<file path="config.mk">
export PLATFORM = sky130hd
export DESIGN_NAME = code_frame_sequencer
export DESIGN_NICKNAME = d
export VERILOG_FILES = /design/src/rtl/code_pkg.sv /design/src/rtl/code_piso.sv /design/src/rtl/code_frame_sequencer.sv
export SDC_FILE = /design/constraint.sdc
export NUM_CORES = 1
export LEC_CHECK = 0
export BUFFER_PORTS_ARGS = -buffer_cell sky130_fd_sc_hd__buf_2
export CORE_ASPECT_RATIO = 0.9
export CORE_MARGIN = 2
export CORE_UTILIZATION = 40
export CTS_CLUSTER_SIZE = 16
export DETAILED_ROUTE_END_ITERATION = 10
export PLACE_DENSITY_LB_ADDON = 0.08
export SLEW_MARGIN = 20
export SYNTH_ARGS = -nofsm -noshare
export SYNTH_HDL_FRONTEND = slang
export SYNTH_SLANG_ARGS = --single-unit
</file>
<file path="constraint.sdc">
create_clock -name Clk -period 1.84 [get_ports Clk]
set_clock_uncertainty 0.1 [all_clocks]
set_input_delay 0.184 -clock Clk [delete_from_list [all_inputs] [get_ports Clk]]
set_output_delay 0.184 -clock Clk [all_outputs]
set_load 0.01 [all_outputs]
</file>
<file path="src/rtl/code_pkg.sv">
`default_nettype none
// code_pkg: state encoding and width helpers shared by the frame sequencer and the code generator.
package code_pkg;

  localparam int WORD_W_DEF = 64;

  typedef enum logic [2:0] {
    IDLE  = 3'd0,
    REQ   = 3'd1,
    WAIT  = 3'd2,
    SHIFT = 3'd3,
    GAP   = 3'd4,
    DONE  = 3'd5
  } state_e;

  // Counter width able to index 0..n-1, never narrower than one bit.
  function automatic int cnt_w(input int n);
    return (n <= 1) ? 1 : $clog2(n);
  endfunction

endpackage
`default_nettype wire

</file>
<file path="src/rtl/code_piso.sv">
`default_nettype none
// code_piso: parallel-load, shift-left serializer; the MSB is the current serial bit.
module code_piso #(
  parameter int WORD_W = code_pkg::WORD_W_DEF
) (
  input  logic              clk_i,
  input  logic              rst_i,
  input  logic              load_i,
  input  logic              shift_i,
  input  logic [WORD_W-1:0] data_i,
  output logic              msb_o
);

  logic [WORD_W-1:0] sh_q;

  always_ff @(posedge clk_i) begin
    if (rst_i) begin
      sh_q <= '0;
    end else if (load_i) begin
      sh_q <= data_i;
    end else if (shift_i) begin
      sh_q <= {sh_q[WORD_W-2:0], 1'b0};
    end
  end

  assign msb_o = sh_q[WORD_W-1];

endmodule
`default_nettype wire

</file>
<file path="src/rtl/code_frame_sequencer.sv">
`default_nettype none
// code_frame_sequencer: drives the dual-output code generator and streams BURST_LEN
// captured code words MSB-first over a valid/ready bit interface.
module code_frame_sequencer
  import code_pkg::*;
#(
  parameter int WORD_W    = WORD_W_DEF,
  parameter int BURST_LEN = 4,
  parameter int GAP_CYC   = 2,
  parameter int GEN_LAT   = 1
) (
  input  logic              Clk,
  input  logic              Reset,
  input  logic              Start,
  input  logic              Slt_req,
  input  logic [WORD_W-1:0] Code0,
  input  logic [WORD_W-1:0] Code1,
  output logic              Gen_en,
  output logic              Gen_slt,
  output logic              Bit_out,
  output logic              Bit_valid,
  input  logic              Bit_ready,
  output logic              Frame_sof,
  output logic              Frame_eof,
  output logic              Busy,
  output logic              Done
);

  localparam int BIT_W   = cnt_w(WORD_W);
  localparam int WRD_W   = cnt_w(BURST_LEN);
  localparam int DLY_MAX = (GEN_LAT > GAP_CYC) ? GEN_LAT : GAP_CYC;
  localparam int DLY_W   = cnt_w(DLY_MAX);

  localparam logic [BIT_W-1:0] BIT_LAST = BIT_W'(WORD_W - 1);
  localparam logic [WRD_W-1:0] WRD_LAST = WRD_W'(BURST_LEN - 1);
  localparam logic [DLY_W-1:0] LAT_LAST = DLY_W'(GEN_LAT - 1);
  localparam logic [DLY_W-1:0] GAP_LAST = DLY_W'((GAP_CYC > 0) ? GAP_CYC - 1 : 0);

  state_e           state_q, state_d;
  logic             slt_q, slt_d;
  logic [WRD_W-1:0] word_q, word_d;
  logic [BIT_W-1:0] bit_q, bit_d;
  logic [DLY_W-1:0] dly_q, dly_d;
  logic             load, shift, msb;

  always_ff @(posedge Clk) begin
    if (Reset) begin
      state_q <= IDLE;
      slt_q   <= 1'b0;
      word_q  <= '0;
      bit_q   <= '0;
      dly_q   <= '0;
    end else begin
      state_q <= state_d;
      slt_q   <= slt_d;
      word_q  <= word_d;
      bit_q   <= bit_d;
      dly_q   <= dly_d;
    end
  end

  always_comb begin
    state_d = state_q;
    slt_d   = slt_q;
    word_d  = word_q;
    bit_d   = bit_q;
    dly_d   = dly_q;
    load    = 1'b0;
    shift   = 1'b0;
    case (state_q)
      IDLE: begin
        if (Start) begin
          slt_d   = Slt_req;
          word_d  = '0;
          state_d = REQ;
        end
      end
      REQ: begin
        dly_d   = '0;
        state_d = WAIT;
      end
      WAIT: begin
        if (dly_q == LAT_LAST) begin
          load    = 1'b1;
          bit_d   = '0;
          state_d = SHIFT;
        end else begin
          dly_d = dly_q + DLY_W'(1);
        end
      end
      SHIFT: begin
        if (Bit_ready) begin
          shift = 1'b1;
          if (bit_q == BIT_LAST) begin
            if (word_q == WRD_LAST) begin
              state_d = DONE;
            end else begin
              word_d  = word_q + WRD_W'(1);
              dly_d   = '0;
              state_d = (GAP_CYC == 0) ? REQ : GAP;
            end
          end else begin
            bit_d = bit_q + BIT_W'(1);
          end
        end
      end
      GAP: begin
        if (dly_q == GAP_LAST) begin
          state_d = REQ;
        end else begin
          dly_d = dly_q + DLY_W'(1);
        end
      end
      DONE:    state_d = IDLE;
      default: state_d = IDLE;
    endcase
  end

  code_piso #(.WORD_W(WORD_W)) u_piso (
    .clk_i  (Clk),
    .rst_i  (Reset),
    .load_i (load),
    .shift_i(shift),
    .data_i (slt_q ? Code1 : Code0),
    .msb_o  (msb)
  );

  // Every output is a decode of registered state; Bit_ready only feeds next-state logic.
  assign Gen_en    = (state_q == REQ);
  assign Gen_slt   = (state_q != IDLE) && slt_q;
  assign Bit_valid = (state_q == SHIFT);
  assign Bit_out   = Bit_valid && msb;
  assign Frame_sof = Bit_valid && (word_q == '0) && (bit_q == '0);
  assign Frame_eof = Bit_valid && (word_q == WRD_LAST) && (bit_q == BIT_LAST);
  assign Busy      = (state_q != IDLE);
  assign Done      = (state_q == DONE);

endmodule
`default_nettype wire

</file>
Word level (Yosys, flattened, before mapping)
Cells that the tools add are included.
{"block": "word_totals", "regBits": 77, "inputBits": 133, "out_inout_bits": 8, "elab_cells": 71}
{"block": "op_classes", "n_addsub": 3, "n_eq_ne": 14, "mux": 29, "n_reduce_logical": 19}
{"cell": "64-bit 2-to-1 mux", "count": 3}
{"cell": "6-bit 2-to-1 mux", "count": 3}
{"cell": "3-bit 2-to-1 mux", "count": 5}
{"cell": "3-bit one-hot mux with 5 select lines", "count": 1}
{"cell": "6-bit one-hot mux with 2 select lines", "count": 1}
{"cell": "1-bit 2-to-1 mux", "count": 10}
{"cell": "2-bit != test, second input constant", "count": 5}
{"cell": "5-bit AND reduction", "count": 2}
{"cell": "2-bit 2-to-1 mux", "count": 4}
{"cell": "4-bit AND reduction", "count": 2}
{"cell": "6-bit by 1-bit adder with 6-bit output, second input constant", "count": 1}
{"cell": "3-bit by 2-bit equality test with 1-bit output, second input constant", "count": 2}
{"cell": "3-bit equality test, second input constant", "count": 2}
{"cell": "6-bit equality test, second input constant", "count": 1}
{"cell": "1-bit logical AND", "count": 6}
{"cell": "6-bit zero test", "count": 1}
{"cell": "2-bit nonzero test", "count": 3}
{"cell": "2-bit by 1-bit != test with 1-bit output, second input constant", "count": 2}
{"cell": "1-bit one-hot mux with 4 select lines", "count": 1}
{"cell": "2-bit one-hot mux with 2 select lines", "count": 1}
{"cell": "4-bit nonzero test", "count": 1}
{"cell": "3-bit by 1-bit equality test with 1-bit output, second input constant", "count": 1}
{"cell": "3-bit zero test", "count": 1}
{"cell": "3-bit nonzero test", "count": 1}
{"cell": "other kinds (5)", "count": 5}

Logic depth before layout (Yosys ltp)
{"block": "logic_depth", "ltp_word": 5, "mapped_depth": 7, "ltp_nobuf": 5}

Cells and area by module
Synthesis repeated with hierarchy kept, for this count alone.
{"block": "unflattened", "cells_unflattened": 463, "hier_area_um2": 4623.2}
{"module": "code_piso", "instances": 1, "cells_each": 284, "area_per_inst_um2": 3006.6, "seq_area_each_um2": 1281.2}
{"module": "code_frame_sequencer", "instances": 1, "cells_each": 179, "area_per_inst_um2": 1616.6, "seq_area_each_um2": 260.2}

Least setup slack after synthesis
No wires, ideal clock.
{"block": "synth_timing", "kind": "register -> register", "from": "reg bit_q[0]", "to": "reg bit_q[0]", "setup_ps": 87, "t_arrival_ps": 1563, "path_slack_ps": 90, "path_stages_with_launch": 7, "path_buffers": 1, "synth_period_minus_slack_ps": 1750, "cell_sequence": "dfxtp_1 > ha_1 > and4_1 > and2_1 > buf_2 > or4_1 > o31ai_1"}
{"block": "synth_between", "elab_chain_len": 4, "elab_cells_between_ends": 7, "classes_between": "add/sub: 1; eq/ne: 2; mux: 3; reduce/logical: 1"}
{"item": "start, declared", "line": "code_frame_sequencer.sv:42", "text": "logic [BIT_W-1:0] bit_q, bit_d;"}
{"item": "start signal, assigned", "line": "code_frame_sequencer.sv:57", "text": "bit_q <= bit_d;"}
{"item": "6-bit by 1-bit adder with 6-bit output", "line": "code_frame_sequencer.sv:103", "text": "bit_d = bit_q + BIT_W'(1);"}
{"item": "6-bit 2-to-1 mux", "line": "code_frame_sequencer.sv:94", "text": "if (bit_q == BIT_LAST) begin"}
{"item": "6-bit 2-to-1 mux", "line": "code_frame_sequencer.sv:92", "text": "if (Bit_ready) begin"}
{"item": "6-bit one-hot mux with 2 select lines", "line": "code_frame_sequencer.sv:70", "text": "case (state_q)"}
Parallel ways exist; a longest one is shown, timed or not. The select of a mux whose other input is x is not followed.
A chain may end at the register's enable or synchronous reset.

Final worst setup path
{"block": "layout_timing", "from": "reg dly_q", "to": "reg u_piso.sh_q[63]"}
{"block": "layout_between", "elab_chain_len": 3, "elab_cells_between_ends": 4, "classes_between": "mux: 3; reduce/logical: 1"}
{"item": "start, declared", "line": "code_frame_sequencer.sv:43", "text": "logic [DLY_W-1:0] dly_q, dly_d;"}
{"item": "start signal, assigned", "line": "code_frame_sequencer.sv:58", "text": "dly_q <= dly_d;"}
{"item": "1-bit 2-to-1 mux (*)", "line": "code_frame_sequencer.sv:83", "text": "if (dly_q == LAT_LAST) begin"}
{"item": "1-bit 2-to-1 mux (*)", "line": "code_frame_sequencer.sv:70"}
{"item": "64-bit 2-to-1 mux or 2-bit nonzero test (tied branches)"}
{"item": "end signal, assigned", "line": "code_piso.sv:20", "text": "sh_q <= data_i;"}
{"item": "end signal, assigned", "line": "code_piso.sv:22", "text": "sh_q <= {sh_q[WORD_W-2:0], 1'b0};"}
{"item": "end, declared", "line": "code_piso.sv:14", "text": "logic [WORD_W-1:0] sh_q;"}
Mark *: on every way between the ends. The rest lies on a longest branch, timed or not.

==> results.json <==
{
  "grtUsageTotal_pct": 19.74,
  "clk_latency_ns": 0.32,
  "syn-cell-area_um2": 4279,
  "tightest_slew_ns": 0.4685,
  "drv_cap": 0,
  "sw_frac_of_total_pct": 28.02,
  "synth_flop_cell": "dfxtp_1",
  "crit_type": "register to register",
  "async_reset_ff_share_pct": 0,
  "rows": 35,
  "cts_buffers": 9,
  "synth_cell_types": 36,
  "finalCritPeriodShare_pct": 96.91,
  "gr-total-overflow": 0,
  "avgSynthCellArea_um2": 7.983,
  "final_util_pct": 54.06,
  "clockBufferDepth": 2,
  "yosys.area_share.simple_pct": 26.96,
  "diodes": 0,
  "maxSlewViolCount": 0,
  "synth_compound_gate_area_share_pct": 27.54,
  "core-area_um2": 10330,
  "p_int_w": 0.003136,
  "start_util_pct": 41.40,
  "cpMaxStageDelayCell": "or4b_4",
  "combPwrFrac_pct": 19.6,
  "vias": 4373,
  "status": "finished, violations left",
  "fin_hold_ws_ns": 0.1054,
  "p_sw_w": 0.001221,
  "synth_top_family_by_area": "compound AO/OA/AOI/OAI gates",
  "syn-num-nets": 673,
  "pwr_density_cell_nw_per_um2": 779.8,
  "cp-end-kind": "register",
  "p_clk_share_pct": 36.6,
  "route.detailed.drc": 10,
  "nets": 796,
  "viasPerCell": 5.515,
  "routed_wl_um": 11540,
  "antenna_found_initial": 0,
  "synth-seq-cells": 77,
  "clk_pin_slew_ns": 0.06,
  "worstPathArrival_ns": 1.88,
  "die_area_um2": 11540,
  "yosysSeqAreaShare_pct": 36.02,
  "critPathMaxFanout": 36,
  "synth_enable_flop_cells": 0,
  "post_drt_wl_per_cell_um": 14.55,
  "yosysWarnings": 0,
  "fmax_mhz": 560.8,
  "path_cells": "or4b_4 -> buf_12 -> a211oi_1 -> a311oi_1",
  "fill_cells": 974,
  "synthXorXnorAreaFrac_pct": 0,
  "place_congestion": 0.7710,
  "cts_root_buf": "clkbuf_16",
  "grt_pass1_wl_um": 18790,
  "cts-htree-levels": 3,
  "muxShareOfSynthArea_pct": 0.7018,
  "p_seq_share_pct": 43.8,
  "seqCellArea_um2": 1553,
  "worstHoldPathType": "input port to register",
  "die_h_um": 102.1,
  "rsz0062_at_grt": "yes",
  "max_slew_margin_pct": 68.76,
  "finalSetupViolCount": 0,
  "grt_pass1_vias": 4016,
  "p_leak_nw": 2.068,
  "syn_inst": 536,
  "grt_max_degree": 49,
  "hold_viol_final": 0,
  "cp-start-kind": "register",
  "cts_tree": "built",
  "dp_hpwl_um": 7628,
  "port_buffers": 140,
  "die_w_um": 113.0,
  "clkSinkCount": 77,
  "drive_gt1_share_pct": 31.33,
  "worstPathRequired_ns": 1.93,
  "drtAntennaViolNets": 0,
  "multi_input_area_um2": 2511,
  "drtPass1Iterations": 8,
  "violations": "DRC",
  "syn_to_final_growth_pct": 30.56,
  "synth_adder_area_share_pct": 1.170,
  "period_needed_ns": 1.783,
  "io_pins": 141,
  "irDropWorstVdd_uv": 464.9,
  "drtIter0Drc": 234,
  "max_stage_delay_ns": 0.62
}
state kept, by name, summed over array words and instances, names as in the netlist:
signal	count
u_piso.sh_q	64
state_q	3
slt_q	1
bit_q	6
dly_q	1
word_q	2
worst paths after layout:
| path | from | endpoint | slack (ns) | cells past startpoint |
|---|---|---|---|---|
| worst min-delay path | Bit_ready | bit_q[1] | 0.11 | 3 |
| worst max register to register | dly_q | u_piso.sh_q[63] | 0.06 | 4 |
| worst min register to register | u_piso.sh_q[0] | u_piso.sh_q[1] | 0.38 | 2 |
| worst max-delay path | dly_q | u_piso.sh_q[63] | 0.06 | 4 |
metrics by stage:
stage / setup WS [ns] / std cells / power [W] / TNS, ns / instance area, um^2
5_1_grt: -0.006064 / 793 / 0.004615 / -0.01621 / 5587
3_5_place_dp: 0.004224 / 771 / 0.002759 / 0 / 5140
6_report: 0.05692 / 793 / 0.004356 / 0 / 5587
4_1_cts: 0.01055 / 790 / 0.004380 / 0 / 5482
3_3_place_gp: 0.007306 / 771 / 0.002745 / 0 / 5140
2_1_floorplan: 0.08961 / 536 / 0.002462 / 0 / 4279
logic make-up (layout without fill, tap and decap cells):
| family | Yosys count | in the layout |
|---|---|---|
| adder cells (fa/ha/maj) | 4 | 4 |
| flip-flops | 77 | 77 |
| buffers and inverters | 64 | 192 |
| multiplexers | 3 | 3 |
| AND/OR/NAND/NOR | 238 | 238 |
| AO/OA/AOI/OAI | 150 | 150 |
metal layers:
layer / track usage (%) / vias to the layer above / wire, um
met2: 30.82 / 128 / 5131
met5: 0 / - / 0
li1: - / 2218 / -
met4: 5.066 / 0 / 128
met1: 27.93 / 2015 / 5575
met3: 4.270 / 12 / 702
layout make-up:
class / instances / share of cell area [%]
Inverter: 6 / 0.4031
Tap cell: 129 / 2.889
Timing Repair Buffer: 170 / 19.19
Multi-Input combinational cell: 395 / 44.95
Sequential cell: 77 / 27.79
Clock inverter: 7 / 0.7391
Clock buffer: 9 / 4.031
power by group through the flow:
stage                     logic (W)  registers, W  clock network (W)
final                      0.000852       0.00191            0.00160
after global routing       0.000954       0.00193            0.00173
after CTS                  0.000828       0.00191            0.00164
after detailed placement   0.000816       0.00194                  0
after global placement     0.000801       0.00194                  0
after floorplan            0.000547       0.00191                  0
cells in the final DEF, fill, tap and decap left out, types with 2 or more instances in the layout:
cell type	n
nor2b_1	64
buf_12	9
buf_4	17
a211oi_2	8
a311oi_1	63
nand2b_1	3
a21oi_1	10
o211ai_1	2
a31oi_1	4
and3_4	2
dfxtp_4	3
nand3_1	5
and2_1	2
clkbuf_16	10
a311oi_2	3
nand4_1	4
clkinv_2	4
clkinvlp_4	2
buf_6	3
ha_1	3
nor3_1	2
inv_1	6
nor2_1	7
nand2_1	131
mux2i_1	3
or3_1	3
nor3b_1	3
dfxtp_1	74
buf_2	139
a211oi_1	56
worst max-delay path, delay by kind of cell (launching register included):
family	cells	cell delay, ns
simple gates	1	0.62
buf+inv	1	0.21
flops	1	0.31
compound gates	2	0.39
synthesized netlist by cell type (all sizes together) (5+ instances only):
| master | count | share of area, % |
|---|---|---|
| inv | 6 | 0.53 |
| nand3 | 5 | 0.58 |
| nor2 | 7 | 0.61 |
| a211oi | 64 | 11 |
| a21oi | 10 | 1.2 |
| nor2b | 65 | 9.5 |
| clkbuf | 33 | 2.9 |
| dfxtp | 77 | 36 |
| buf | 25 | 4.2 |
| a311oi | 66 | 14 |
| nand2 | 131 | 11 |
what timing repair did:
action                                  in CTS  in global routing
endpoints found under the setup margin       5                 40
resized for setup                           13                 14
hold endpoints to repair                     1                  0
gates cloned                                 0                  1
hold buffers                                 1                  0
pin swaps                                    1                  1
buffers inserted                             3                  2
No activity file was read; power rests on OpenSTA's default activity.
